$ cat src/rtl/idli_mem_sched_m.sv
// idli_mem_sched_m: memory-slot scheduler for a nibble-serial core.
// A free-running 2-bit slice counter frames 4-cycle words. Each word is either an
// address word (ADDR: target address streamed LSN first on o_sch_slice) or a data
// word (DATA: instruction fetch, load or store). Fetch streams sequential words until a
// branch redirect or a load/store request interrupts it at a word boundary.
// Optional feature macro: IDLI_SCHED_FAIR_EN. When it is defined, at least one fetch
// word completes between two load/store grants. When it is undefined, a request still
// high at the end of a load/store data word is granted again back-to-back.
// Request handshake: a requester wanting a single access drops i_sch_ls_req within the
// cycle that shows o_sch_ls_done. A request still high at that boundary counts as a new one.
module idli_mem_sched_m (
    input  logic        i_sch_gck,
    input  logic        i_sch_rst,
    output logic [1:0]  o_sch_ctr,
    input  logic        i_sch_br_vld,
    input  logic [15:0] i_sch_br_addr,
    input  logic        i_sch_ls_req,
    input  logic        i_sch_ls_wr,
    input  logic [15:0] i_sch_ls_addr,
    input  logic [3:0]  i_sch_ls_wslice,
    output logic        o_sch_ls_done,
    output logic        o_sch_redirect,
    output logic        o_sch_wr_en,
    output logic [3:0]  o_sch_slice,
    output logic        o_sch_fetch_vld
);

    typedef enum logic [1:0] {ST_IDLE, ST_ADDR, ST_DATA} state_t;
    typedef enum logic [1:0] {OP_FETCH, OP_LOAD, OP_STORE} op_t;

    logic [1:0]  ctr_q, ctr_d;
    state_t      state_q, state_d;
    op_t         op_q, op_d;
    logic [15:0] addr_q, addr_d;       // address streamed during the current ADDR word
    logic [15:0] pc_q, pc_d;           // address of the fetch word in flight / next to fetch
    logic        br_pend_q, br_pend_d;
    logic [15:0] br_addr_q, br_addr_d;

    logic        word_end;
    logic        br_now;
    logic [15:0] br_tgt;
    logic [3:0]  addr_nib [4];

    // Split the transaction address into its four nibbles, index 0 = least significant.
    for (genvar gi = 0; gi < 4; gi++) begin : g_nib
        assign addr_nib[gi] = addr_q[4*gi +: 4];
    end

    assign word_end = (ctr_q == 2'd3);
    // A pulse arriving on a deciding boundary is used directly instead of via the latch.
    assign br_now   = i_sch_br_vld | br_pend_q;
    assign br_tgt   = i_sch_br_vld ? i_sch_br_addr : br_addr_q;

    // Next-state logic: counter, branch latch, FSM and address/PC bookkeeping.
    always_comb begin
        ctr_d     = ctr_q + 2'd1;
        state_d   = state_q;
        op_d      = op_q;
        addr_d    = addr_q;
        pc_d      = pc_q;
        br_pend_d = br_pend_q;
        br_addr_d = br_addr_q;

        // Latch every branch pulse; a later one overwrites the earlier target.
        if (i_sch_br_vld) begin
            br_pend_d = 1'b1;
            br_addr_d = i_sch_br_addr;
        end

        if (word_end) begin
            case (state_q)
                ST_IDLE: begin
                    state_d = ST_ADDR;
                    op_d    = OP_FETCH;
                    if (br_now) begin
                        addr_d    = br_tgt;
                        pc_d      = br_tgt;
                        br_pend_d = 1'b0;
                    end else begin
                        addr_d = pc_q;
                    end
                end
                ST_ADDR: begin
                    state_d = ST_DATA;
                end
                ST_DATA: begin
                    if (op_q == OP_FETCH) begin
                        if (br_now) begin
                            // Squashed word: PC is replaced by the branch target.
                            state_d   = ST_ADDR;
                            addr_d    = br_tgt;
                            pc_d      = br_tgt;
                            br_pend_d = 1'b0;
                        end else begin
                            pc_d = pc_q + 16'd1;
                            if (i_sch_ls_req) begin
                                state_d = ST_ADDR;
                                op_d    = i_sch_ls_wr ? OP_STORE : OP_LOAD;
                                addr_d  = i_sch_ls_addr;
                            end
                        end
                    end else begin
                        state_d = ST_ADDR;
                        if (br_now) begin
                            op_d      = OP_FETCH;
                            addr_d    = br_tgt;
                            pc_d      = br_tgt;
                            br_pend_d = 1'b0;
`ifdef IDLI_SCHED_FAIR_EN
                        end else begin
                            // A fetch word must complete before the next grant.
                            op_d   = OP_FETCH;
                            addr_d = pc_q;
                        end
`else
                        end else if (i_sch_ls_req) begin
                            op_d   = i_sch_ls_wr ? OP_STORE : OP_LOAD;
                            addr_d = i_sch_ls_addr;
                        end else begin
                            op_d   = OP_FETCH;
                            addr_d = pc_q;
                        end
`endif
                    end
                end
                default: begin
                    state_d = ST_IDLE;
                    op_d    = OP_FETCH;
                end
            endcase
        end
    end

    // State registers; reset takes effect immediately, even mid-transaction.
    always_ff @(posedge i_sch_gck or posedge i_sch_rst) begin
        if (i_sch_rst) begin
            ctr_q     <= 2'd0;
            state_q   <= ST_IDLE;
            op_q      <= OP_FETCH;
            addr_q    <= 16'h0000;
            pc_q      <= 16'h0000;
            br_pend_q <= 1'b0;
            br_addr_q <= 16'h0000;
        end else begin
            ctr_q     <= ctr_d;
            state_q   <= state_d;
            op_q      <= op_d;
            addr_q    <= addr_d;
            pc_q      <= pc_d;
            br_pend_q <= br_pend_d;
            br_addr_q <= br_addr_d;
        end
    end

    // Output decode from the registered state; all zero in IDLE.
    always_comb begin
        o_sch_redirect  = (state_q == ST_ADDR);
        o_sch_wr_en     = (state_q != ST_IDLE) && (op_q == OP_STORE);
        o_sch_ls_done   = (state_q == ST_DATA) && (op_q != OP_FETCH) && word_end;
        o_sch_fetch_vld = (state_q == ST_DATA) && (op_q == OP_FETCH) && !br_now;
        o_sch_slice     = 4'h0;
        if (state_q == ST_ADDR) begin
            o_sch_slice = addr_nib[ctr_q];
        end else if ((state_q == ST_DATA) && (op_q == OP_STORE)) begin
            o_sch_slice = i_sch_ls_wslice;
        end
    end

    assign o_sch_ctr = ctr_q;

endmodule

$ cat config.mk
export PLATFORM = sky130hd
export DESIGN_NAME = idli_mem_sched_m
export DESIGN_NICKNAME = d
export VERILOG_FILES = /design/src/rtl/idli_mem_sched_m.sv
export SDC_FILE = /design/constraint.sdc
export NUM_CORES = 1
export LEC_CHECK = 0
export CAP_MARGIN = 20
export CORE_MARGIN = 2
export CORE_UTILIZATION = 59
export CTS_CLUSTER_SIZE = 30
export DETAILED_ROUTE_END_ITERATION = 10
export PLACE_DENSITY = 0.86
export SLEW_MARGIN = 10
export SYNTH_ARGS = -nofsm -noshare
export SYNTH_HDL_FRONTEND = slang
export SYNTH_SLANG_ARGS = --single-unit
$ cat constraint.sdc
create_clock -name i_sch_gck -period 4.1 [get_ports i_sch_gck]
set_clock_uncertainty 0.05 [all_clocks]
set_input_delay 0.41 -clock i_sch_gck [delete_from_list [all_inputs] [get_ports i_sch_gck]]
set_output_delay 0.41 -clock i_sch_gck [all_outputs]
set_load 0.02 [all_outputs]
Word-level counts from Yosys, hierarchy flattened
Cells that the tools add are included.
Operators by class
  muxes and demuxes: 31
  reductions and logical operators: 17
  add/subtract/negate cells: 2
  eq/ne operators: 7
  bitwise operators: 3
  magnitude comparators: 1
Operator list (number)
  16-bit 2-to-1 mux: 9
  16-bit case mux with 2 select lines: 2
  2-bit 2-to-1 mux: 9
  16-bit by 1-bit adder with 16-bit output (second input constant): 1
  4-bit 2-to-1 mux: 4
  4-bit binary-select mux with 2-bit select: 1
  2-bit == test (second input constant): 3
  1-bit logical AND: 6
  3-bit inequality test (second input constant): 2
  2-bit case mux with 3 select lines: 1
  2-bit nonzero test: 3
  2-bit logical NOT: 2
  1-bit 2-to-1 mux: 4
  4-bit inequality test (second input constant): 1
  2-bit case mux with 2 select lines: 1
  2-bit AND reduction: 2
  4-bit AND reduction: 1
  3-bit greater-or-equal comparator (second input constant): 1
  2-bit NOT with 3-bit output: 1
  3-bit AND reduction: 1
  2-bit by 1-bit adder with 2-bit output (second input constant): 1
  2-bit by 1-bit == test with 1-bit output (second input constant): 1
  2-bit OR reduction: 1
  1-bit logical NOT: 1
  other kinds (2): 2
Storage, ports and cells
  bits in registers: 55
  word-level logic and storage cells: 68

Longest topological paths before layout
Gate-level depths: netlist (run 1).
  depth in word-level cells: 5
  mapped depth: 7
  mapped depth without buffers: 5

Worst setup path after synthesis (run 1)
Ideal clock, no wire load.
  path type: flip-flop to flip-flop
  start: register ctr_q[1], in the netlist o_sch_ctr[1]
  end: register pc_q[9]
  data arrival time: 1.909 ns
  setup time: 0.130 ns
  clock period less this slack: 2.089 ns
  required time: 3.920 ns
  slack: 2.011 ns
  cell stages (with the launch flop): 7
  cells stage by stage: dfrtp_1 > ha_1 > nor2b_1 > clkbuf_1 > buf_1 > o21ai_0 > o2bb2ai_1
Between the ends
  cells in the longest elaborated chain, start to end: 2
Ends and longest elaborated chain
  start, declared: RTL line 31  | logic [1:0] ctr_q, ctr_d;
  start signal, assigned: RTL line 145  | ctr_q <= ctr_d;
  2-bit == test: RTL line 49  | assign word_end = (ctr_q == 2'd3);
  2-bit AND reduction (no source line)
  end signal, assigned: RTL line 149  | pc_q <= pc_d;
  end, declared: RTL line 35  | logic [15:0] pc_q, pc_d;
No other way between the ends.
A chain may end at the register's enable or synchronous reset.

Worst setup path in the final report (run 1)
  start: register state_q[1]
  end: output o_sch_slice[0]
Between the ends
  cells in the longest elaborated chain, start to end: 4
  elaborated cells on any way between the ends: 5
Ends and longest elaborated chain
  start, declared: RTL line 32  | state_t state_q, state_d;
  start signal, assigned: RTL line 146  | state_q <= state_d;
  2-bit == test: RTL line 164  | end else if ((state_q == ST_DATA) && (op_q == OP_STORE)) begin
  1-bit logical AND: RTL line 164
  4-bit 2-to-1 mux: RTL line 164
  4-bit 2-to-1 mux *: RTL line 162  | if (state_q == ST_ADDR) begin
  end, declared: RTL line 24  | output logic [3:0] o_sch_slice,
Mark *: on every way between the ends. The rest lies on a longest branch, timed or not.

==> flow_metrics.py, run 1 <==
metrics = {
    "worst_setup_path": {
        "timing.reg2reg.setup_slack_ns": 1.25,
        "worstPathArrival_ns": 2.54,
        "required_time_worst_endpoint_ns": 3.64,
        "critPathLaunchType": "flop",
        "endpoint_type_of_the_worst_setup_path": "output port",
        "r2r_cells": 5,
        "timing.setup.critical_path_class": "flop to output port",
        "rr_endpoint": "addr_q[4]",
        "critical_path.max_fanout": 14,
        "regToRegStartpoint": "state_q[1]",
    },
    "min_path": {
        "worstHoldPathCells": 1,
        "timing.hold.worst.class": "flop to flop",
        "holdCritStartpoint": "br_addr_q[13]",
        "hold-path-endpoint": "br_addr_q[13]",
    },
    "cts": {
        "postCtsHoldBufs": 0,
        "cts_buffer_count": 5,
        "cts_resized": 0,
        "clock_sinks": 55,
        "cts_buffer_depth": 2,
        "cts.reportedPaths.clkPinSlew_ns": 0.09,
        "post-cts-setup-buffers": 0,
        "clk_latency_ns": 0.32,
        "cts_tree": "built",
        "cts_htree_levels": 2,
        "clockRootBuffer": "clkbuf_8",
    },
    "synthesis": {
        "synth_edf_count": 0,
        "synth_simple_gate_area_share_pct": 14.9,
        "post_synth.cell_area_avg_um2": 9.44,
        "main_combinational_cell_family_by_area_after_synthesis": "compound AO/OA/AOI/OAI gates",
        "seq_area_frac_synth_pct": 39.7,
        "synth.lib_cells_used.distinct": 59,
        "synthesis.instances": 367,
        "ys_dominant_reg_cell": "dfrtp_1",
        "mappedNetlistArea_mm2": 0.00347,
        "synth.area.mux_share_pct": 13.4,
        "synth-xor-area-share_pct": 0,
        "synth-async-reset-ratio_pct": 100,
        "postSynthRegisterBits": 55,
        "synthesis.yosys.warnings": 0,
        "synth-compound-area-share_pct": 26.3,
        "mappedNetlistNets": 410,
        "synth_fa_ha_area_share_pct": 0.722,
    },
    "job": {
        "maxCapViolCount": 0,
    },
    "placed_design": {
        "place_worst_setup_slack_ns": 1.34,
        "dpl-instance-area_mm2": 0.00397,
        "dp_hpwl_um": 7290,
        "io_buffers": 50,
        "place_congestion": 0.996,
    },
    "route": {
        "drc": 0,
        "wl_um": 10100,
        "wl_per_cell_um": 21.5,
        "drt_first_iter_violations": 450,
        "detail_route.vias_per_cell": 7.17,
        "first_pass_iters": 7,
        "dr_total_vias": 3376,
        "drt.antenna.violating_nets": 0,
    },
    "floorplan": {
        "boundaryPins": 51,
        "fp-row-count": 27,
        "fp.dieArea_mm2": 0.00650,
        "floorplan.initialDensity_pct": 62.2,
        "die_h_um": 80.6,
        "dieWidth_um": 80.6,
        "core_area_mm2": 0.00557,
    },
    "cells_and_area": {
        "areaGrowthSynthToFinish_pct": 17.5,
        "count_of_antenna_diodes_in_the_layout": 0,
        "finish.instance_area_mm2": 0.00407,
        "layout-drive-gt1-share_pct": 11.3,
        "fillCellCount": 430,
        "design.final.nets": 441,
    },
    "grt": {
        "groute.usage.overall_pct": 32.9,
        "gr-max-usage-layer": "met2",
        "global_route.usage.met2_pct": 51.2,
        "m1_gr_usage_pct": 44.1,
        "global_route_wire_length_before_repair_um": 16100,
        "grt_max_degree": 56,
        "gr-total-overflow": 0,
        "grt_antenna_before_repair": 0,
        "grt_pass1_vias": 3161,
        "globalRouteMet3Util_pct": 6.97,
    },
    "status": {
        "run_status": "finished, final reports clean",
    },
    "sta": {
        "final-setup-viol-count": 0,
        "fin_tns_setup_ns": 0,
        "timing_worst_slew_pin_value_ns": 0.871,
        "timing_hold_violations_final": 0,
        "setup_repair_after_global_routing_missed_its_margin": "no",
        "timing.max_slew.rel_slack_pct": 41.8,
        "period_needed_ns": 3.00,
        "clock.fmax_mhz": 333,
        "fin_crit_sh_pct": 73.3,
        "maxSlewViolCount": 0,
        "final.hold.worst_slack_ns": 0.457,
        "finalWorstSetupSlack_ns": 1.10,
    },
    "power": {
        "worst_supply_voltage_drop_on_vdd_uv": 220,
        "static_leakage_nw": 1.56,
        "cellPowerDensity_mw_per_mm2": 302,
    },
}
-- critical path, cell delays in order, from the launching register on --
cell             delay, ns
dfrtp_1               0.64
nand2b_1              0.41
nor2_1                0.37
a22o_1                0.20
clkdlybuf4s50_1       0.60
-- cell type report --
| type | count | area, um^2 | area share [%] |
|---|---|---|---|
| Clock buffer | 8 | 100 | 2.46 |
| Inverter | 10 | 37.5 | 0.922 |
| Multi-Input combinational cell | 269 | 1910 | 47.0 |
| Sequential cell | 55 | 1380 | 33.8 |
| Tap cell | 72 | 90.1 | 2.21 |
| Timing Repair Buffer | 57 | 553 | 13.6 |
-- layout by cell type (no fill, tap or decap), types with 9 or more instances in the layout --
cell             instances
dfrtp_1                 55
clkdlybuf4s50_1         50
o21ai_0                 35
nand2_1                 27
mux2_2                  18
nor2_1                  16
a21oi_1                 16
mux2i_1                 14
nand3_1                 13
a22o_1                  11
inv_1                    9
nand4_1                  9
-- worst max path at each step --
| stage | start | to | cells after the start |
|---|---|---|---|
| floorplan | o_sch_ctr[1] | pc_q[9] | 6 |
| global placement | i_sch_br_vld | o_sch_fetch_vld | 6 |
| detailed placement | state_q[1] | addr_q[4] | 5 |
| CTS | state_q[1] | o_sch_slice[0] | 4 |
| global route | state_q[1] | o_sch_slice[1] | 4 |
| finish | state_q[1] | o_sch_slice[0] | 4 |
-- stage by stage --
step / total power [mW] / cells / util (%)
after detailed placement: 0.903 / 463 / 71.2
final: 1.23 / 471 / 73.0
after global placement: 0.894 / 463 / 71.2
after global routing: 1.28 / 471 / 73.0
after floorplan: 0.794 / 367 / -
after CTS: 1.23 / 471 / 73.0
-- per-layer routing --
| layer | vias to the layer above | wire length [um] |
|---|---|---|
| li1 | 1460 | - |
| met1 | 1586 | 4030 |
| met2 | 269 | 4420 |
| met3 | 61 | 1110 |
| met4 | 0 | 578 |
| met5 | - | 0 |
-- registers in the layout (all words and copies together) (netlist names) --
| signal | cells |
|---|---|
| br_addr_q | 16 |
| o_sch_ctr | 2 |
| br_pend_q | 1 |
| op_q | 2 |
| state_q | 2 |
| pc_q | 16 |
| addr_q | 16 |
-- cell usage after synthesis (2+ instances only) --
cell / n / area (um^2)
a211oi_1: 8 / 60.1
a21o_1: 4 / 30.0
a21oi_1: 16 / 80.1
a221o_1: 5 / 50.1
a222oi_1: 2 / 20.0
a22o_1: 11 / 96.3
a22oi_1: 6 / 45.0
a31oi_1: 4 / 25.0
and3_1: 3 / 18.8
buf_1: 3 / 11.3
buf_2: 4 / 20.0
clkbuf_1: 24 / 90.1
dfrtp_1: 55 / 1380
ha_1: 2 / 25.0
inv_1: 10 / 37.5
mux2_2: 18 / 203
mux2_4: 2 / 30.0
mux2i_1: 14 / 140
mux4_2: 4 / 90.1
nand2_1: 27 / 101
nand2b_1: 7 / 43.8
nand3_1: 13 / 65.1
nand4_1: 9 / 56.3
nor2_1: 16 / 60.1
nor2b_1: 6 / 37.5
nor3_1: 5 / 25.0
nor4_1: 3 / 18.8
o211ai_1: 4 / 30.0
o21ai_0: 35 / 175
o22a_1: 4 / 35.0
o22ai_1: 3 / 18.8
o31a_1: 6 / 52.6
o31ai_1: 4 / 30.0
or2_2: 2 / 12.5
or4_1: 4 / 30.0
-- kinds of logic after synthesis --
logic type | after synthesis
AOI/OAI and AO/OA | 129
and+or+nand+nor | 100
DFF | 55
buffers and inverters | 43
muxes | 38
adders and majority gates | 2
-- where the power goes --
| part | switching, mW | internal, mW | leakage, nW |
|---|---|---|---|
| logic | 0.119 | 0.129 | 0.856 |
| clock network | 0.176 | 0.155 | 0.0515 |
| registers | 0.0606 | 0.593 | 0.656 |
Note: power is estimated with default switching activity, not from simulation.
==> run 2: changes to the inputs <==
--- a/config.mk
+++ b/config.mk
@@ -7,10 +7,10 @@
 export LEC_CHECK = 0
 export CAP_MARGIN = 20
 export CORE_MARGIN = 2
-export CORE_UTILIZATION = 59
+export CORE_UTILIZATION = 55
 export CTS_CLUSTER_SIZE = 30
 export DETAILED_ROUTE_END_ITERATION = 10
-export PLACE_DENSITY = 0.86
+export PLACE_DENSITY = 0.81
 export SLEW_MARGIN = 10
 export SYNTH_ARGS = -nofsm -noshare
 export SYNTH_HDL_FRONTEND = slang
==> constraint.sdc (replaced) <==
create_clock -name i_sch_gck -period 3.1 [get_ports i_sch_gck]
set_clock_uncertainty 0.05 [all_clocks]
set_input_delay 0.31 -clock i_sch_gck [delete_from_list [all_inputs] [get_ports i_sch_gck]]
set_output_delay 0.31 -clock i_sch_gck [all_outputs]
set_load 0.02 [all_outputs]
==> run 2 against run 1 <==
Design area grew 1.8%. Power up 32%. First-iteration DRC count grew 12%. Sequential share of layout area is 0.58 points lower. Hold slack worse by 0.17 ns. Die area rose by 6.9%. Clock power up 33%. Non-clock buffer count rose by 9. Critical path type unchanged. Critical endpoint is now o_sch_slice[2]. Largest cell class unchanged. Largest power group unchanged.
==> flow_metrics.py, run 2 (synthesis results as in run 1) <==
metrics = {
    "route": {
        "wl_um": 10600,
        "dr_total_vias": 3373,
        "wl_per_cell_um": 21.9,
        "drt_first_iter_violations": 503,
        "drc": 0,
        "first_pass_iters": 6,
        "detail_route.vias_per_cell": 6.98,
        "drt.antenna.violating_nets": 0,
    },
    "cells_and_area": {
        "fillCellCount": 483,
        "layout.cells.non_filler": 483,
        "layout-drive-gt1-share_pct": 13.2,
        "commonest_non_fill_non_tap_cells_in_the_layout": "55 x dfrtp_1, 50 x clkdlybuf4s50_1, 35 x o21ai_0, 27 x nand2_1, 18 x mux2_2",
        "finish.instance_area_mm2": 0.00414,
        "design.final.nets": 450,
        "count_of_antenna_diodes_in_the_layout": 0,
        "reg.largest.list": "addr_q: 16 flops, br_addr_q: 16 flops, pc_q: 16 flops",
        "layout_commonest_cell": "dfrtp_1",
        "areaGrowthSynthToFinish_pct": 19.5,
    },
    "floorplan": {
        "core_area_mm2": 0.00599,
        "dieWidth_um": 83.4,
        "boundaryPins": 51,
        "fp.dieArea_mm2": 0.00695,
        "die_h_um": 83.4,
        "floorplan.initialDensity_pct": 57.9,
        "fp-row-count": 28,
    },
    "grt": {
        "global_route_wire_length_before_repair_um": 17200,
        "grt_pass1_vias": 3187,
        "grt_antenna_before_repair": 0,
        "grt_max_degree": 29,
        "gr-total-overflow": 0,
        "groute.usage.overall_pct": 31.2,
    },
    "placed_design": {
        "dp_hpwl_um": 7560,
        "io_buffers": 50,
        "dpl-instance-area_mm2": 0.00404,
        "place_congestion": 0.979,
        "dp_cells": 475,
    },
    "sta": {
        "fin_crit_sh_pct": 84.1,
        "clock.fmax_mhz": 384,
        "maxSlewViolCount": 0,
        "setup_repair_after_global_routing_missed_its_margin": "no",
        "final-setup-viol-count": 0,
        "timing_worst_slew_pin_value_ns": 1.10,
        "final.hold.worst_slack_ns": 0.283,
        "fin_tns_setup_ns": 0,
        "period_needed_ns": 2.61,
        "timing_hold_violations_final": 0,
        "timing.max_slew.rel_slack_pct": 26.7,
    },
    "job": {
        "maxCapViolCount": 0,
    },
    "min_path": {
        "timing.hold.worst.class": "primary input to asynchronous set/reset pin",
    },
    "cts": {
        "post-cts-setup-buffers": 0,
        "postCtsHoldBufs": 0,
        "clockRootBuffer": "clkbuf_8",
        "cts_resized": 0,
        "cts_buffer_depth": 2,
        "cts.reportedPaths.clkPinSlew_ns": 0.10,
        "cts_htree_levels": 2,
        "cts_tree": "built",
        "clk_latency_ns": 0.31,
        "clock_sinks": 55,
        "cts_buffer_count": 5,
    },
    "status": {
        "run_status": "finished, final reports clean",
    },
    "worst_setup_path": {
        "cp_slowest_stage_delay_ns": 0.58,
        "critical_path.n_buffers_inverters": 1,
        "cp_cell_sequence": "mux4_2 > a22o_1 > clkdlybuf4s50_1",
        "critPathLaunchType": "flop",
        "cp.depth": 3,
        "endpoint_type_of_the_worst_setup_path": "output port",
        "required_time_worst_endpoint_ns": 2.74,
        "critical_path.max_fanout": 7,
        "r2r_cells": 4,
        "critical_path.top_delay_family": "flip-flops",
        "worstPathArrival_ns": 2.25,
        "timing.setup.critical_path_class": "flop to output port",
        "cpMaxStageDelayCell": "dfrtp_1",
    },
    "power": {
        "total_power_mw": 1.63,
        "static_leakage_nw": 1.60,
        "cellPowerDensity_mw_per_mm2": 393,
        "worst_supply_voltage_drop_on_vdd_uv": 262,
    },
}
## run 2: cell types whose count changed in the layout (fill, tap and decap cells not counted), sizes merged
cell | before | now
buf | 7 | 16
## run 2: cell type report
type,instances,area [um^2],share of cell area (%)
clock buffer,8,100,2.42
multi-input combinational,269,1910,46.2
sequential,55,1380,33.2
tap,75,93.8,2.27
inverter,10,37.5,0.906
timing repair buffer,66,621,15.0
## run 2: metal layers
metal | routed length [um] | vias to the layer above | track usage, % | part of all wire [%]
li1 | - | 1484 | - | -
met1 | 4330 | 1628 | 44.2 | 41
met2 | 4750 | 232 | 47.3 | 45
met3 | 1210 | 29 | 7.55 | 11
met4 | 287 | 0 | 9.99 | 2.7
met5 | 0 | - | 0 | 0
## run 2: worst register-to-register path: cells and delay by family (launching register included)
kind	cells	cell delay (ns)
DFF	1	0.73
and+or+nand+nor	1	0.94
AOI/OAI and AO/OA	3	0.72
## run 2: worst paths after layout
kind / startpoint / endpoint / slack, ns
max: o_sch_ctr[0] / o_sch_slice[2] / 0.49
max reg2reg: br_pend_q / addr_q[2] / 0.61
min in group i_sch_gck: addr_q[0] / addr_q[0] / 0.45
max in group asynchronous: i_sch_rst / pc_q[14] / 2.02
min reg2reg: addr_q[0] / addr_q[0] / 0.45
min: i_sch_rst / br_addr_q[0] / 0.28
## run 2: power breakdown
group          switching (mW)  internal (mW)  total, mW  leakage [nW]
Combinational           0.150          0.173      0.323         0.897
Clock                   0.237          0.205      0.441        0.0515
Sequential             0.0804          0.784      0.864         0.656
## run 2: metrics by stage
stage	util, %	setup WS, ns
final	69.2	0.493
after global routing	69.2	0.411
after CTS	69.2	0.488
after detailed placement	67.5	0.594
after global placement	67.5	0.641
after floorplan	-	1.01
==> run 3: changes to the inputs <==
==> constraint.sdc (replaced) <==
create_clock -name i_sch_gck -period 2.5 [get_ports i_sch_gck]
set_clock_uncertainty 0.05 [all_clocks]
set_input_delay 0.25 -clock i_sch_gck [delete_from_list [all_inputs] [get_ports i_sch_gck]]
set_output_delay 0.25 -clock i_sch_gck [all_outputs]
set_load 0.02 [all_outputs]
==> run 3 against run 2 <==
Core utilization up 1.5 points. Hold slack worse by 0.040 ns. Combinational power up 28%. Largest cell class unchanged. Largest power group unchanged. Highest routed layer unchanged.
==> flow_metrics.py, run 3 (synthesis results as in run 1) <==
metrics = {
    "cts": {
        "cts_buffer_depth": 2,
        "postCtsHoldBufs": 0,
        "cts_htree_levels": 2,
        "clk_latency_ns": 0.31,
        "cts_buffer_count": 5,
        "clock_sinks": 55,
        "cts.reportedPaths.clkPinSlew_ns": 0.11,
        "cts_tree": "built",
        "clockRootBuffer": "clkbuf_8",
    },
    "placed_design": {
        "io_buffers": 50,
        "place_congestion": 0.984,
        "dp_cells": 483,
        "place_worst_setup_slack_ns": 0.205,
        "dp_hpwl_um": 7690,
    },
    "sta": {
        "maxSlewViolCount": 0,
        "setup_repair_after_global_routing_missed_its_margin": "no",
        "timing_worst_slew_pin_value_ns": 0.640,
        "finalWorstSetupSlack_ns": 0.0824,
        "fin_tns_setup_ns": 0,
        "fin_crit_sh_pct": 96.7,
        "final-setup-viol-count": 0,
        "timing_hold_violations_final": 0,
        "timing.max_slew.rel_slack_pct": 57.2,
        "clock.fmax_mhz": 414,
        "period_needed_ns": 2.42,
    },
    "power": {
        "p_sw_share_pct": 28.4,
        "p_seq_share_pct": 51.4,
        "cellPowerDensity_mw_per_mm2": 491,
        "static_leakage_nw": 1.65,
        "intPower_mw": 1.49,
        "netSwitchingPower_mw": 0.590,
        "worst_supply_voltage_drop_on_vdd_uv": 326,
        "total_power_mw": 2.08,
        "combPwrFrac_pct": 19.9,
        "p_clk_share_pct": 28.6,
    },
    "route": {
        "drt_first_iter_violations": 386,
        "drt.antenna.violating_nets": 0,
        "drc": 0,
        "wl_per_cell_um": 21.5,
        "dr_total_vias": 3409,
        "detail_route.vias_per_cell": 6.96,
        "wl_um": 10500,
        "first_pass_iters": 6,
    },
    "worst_setup_path": {
        "cp_slowest_stage_delay_ns": 0.53,
        "critical_path.startpoint": "o_sch_ctr[0]",
        "critPathLaunchType": "flop",
        "required_time_worst_endpoint_ns": 2.20,
        "worstPathArrival_ns": 2.12,
        "critical_path.top_delay_family": "buffers and inverters",
        "timing.setup.critical_path_class": "flop to output port",
        "critical_path.max_fanout": 7,
        "cpMaxStageDelayCell": "clkdlybuf4s50_1",
        "cp_cell_sequence": "buf_4 > mux4_2 > a22o_1 > clkdlybuf4s50_1",
        "endpoint_type_of_the_worst_setup_path": "output port",
        "critical_path.n_buffers_inverters": 2,
        "regToRegStartpoint": "state_q[0]",
    },
    "cells_and_area": {
        "layout_commonest_cell": "dfrtp_1",
        "design.final.nets": 458,
        "layout-drive-gt1-share_pct": 15.2,
        "count_of_antenna_diodes_in_the_layout": 0,
        "commonest_non_fill_non_tap_cells_in_the_layout": "54 x dfrtp_1, 50 x clkdlybuf4s50_1, 35 x o21ai_0, 27 x nand2_1, 22 x buf_4",
        "areaGrowthSynthToFinish_pct": 22.2,
        "layout.cells.non_filler": 490,
        "reg.largest.list": "addr_q: 16 flops, br_addr_q: 16 flops, pc_q: 16 flops",
    },
    "grt": {
        "gr-total-overflow": 0,
        "groute.usage.overall_pct": 31.1,
        "grt_antenna_before_repair": 0,
        "grt_pass1_vias": 3219,
        "global_route_wire_length_before_repair_um": 17000,
        "grt_max_degree": 56,
    },
    "floorplan": {
        "dieWidth_um": 83.4,
        "boundaryPins": 51,
        "fp-row-count": 28,
        "floorplan.initialDensity_pct": 57.9,
        "core_area_mm2": 0.00599,
        "fp.dieArea_mm2": 0.00695,
        "die_h_um": 83.4,
    },
    "status": {
        "run_status": "finished, final reports clean",
    },
    "job": {
        "maxCapViolCount": 0,
    },
    "min_path": {
        "timing.hold.worst.class": "primary input to asynchronous set/reset pin",
    },
}
==> run 3: what timing repair did <==
| item | 4_1_cts | 5_1_grt |
|---|---|---|
| setup buffers | 0 | 0 |
| setup endpoints to repair | 1 | 0 |
| gates resized for setup | 1 | 0 |
==> run 3: routing by layer <==
metal / part of all wire (%) / global-route usage [%] / wire length, um / vias to the layer above
met3: 11 / 5.47 / 1210 / 35
met5: 0 / 0 / 0 / -
met2: 45 / 47.9 / 4760 / 272
li1: - / - / - / 1494
met4: 3.5 / 13.3 / 367 / 0
met1: 40 / 43.1 / 4190 / 1608
==> run 3: final timing paths <==
check,end,slack [ns],cells past startpoint
min in group i_sch_gck,br_addr_q[4],0.46,1
setup reg to reg,pc_q[9],0.16,5
max in group asynchronous,o_sch_ctr[0],1.88,3
hold reg to reg,br_addr_q[4],0.46,1
hold / removal,br_addr_q[0],0.24,3
setup / recovery,o_sch_slice[0],0.08,4
==> run 3: power by group through the flow <==
stage | Combinational, mW | Clock (mW) | Sequential, mW
detailed placement | 0.410 | 0 | 1.08
floorplan | 0.269 | 0 | 1.03
CTS | 0.412 | 0.602 | 1.06
finish | 0.414 | 0.595 | 1.07
global placement | 0.399 | 0 | 1.08
global route | 0.454 | 0.635 | 1.08
==> run 3: cell type report <==
cell class / instances / area [um^2]
clock inverter: 2 / 37.5
clock buffer: 5 / 68.8
fill: 478 / 1760
inverter: 10 / 37.5
sequential: 55 / 1380
timing repair buffer: 74 / 706
multi-input combinational: 269 / 1910
tap: 75 / 93.8
==> run 3: tightest hold or removal path, stage by stage <==
cell and delay, ns:
clkdlybuf4s50_1 0.41, inv_2 0.07, buf_12 0.27
==> run 3: metrics by stage <==
step | util (%) | hold slack (ns) | area, um^2
6_report | 70.7 | 0.243 | 4240
5_1_grt | 70.7 | 0.299 | 4240
4_1_cts | 70.7 | 0.267 | 4240
3_5_place_dp | 68.9 | 0.443 | 4130
3_3_place_gp | 68.9 | 0.422 | 4130
2_1_floorplan | - | 0.296 | 3470
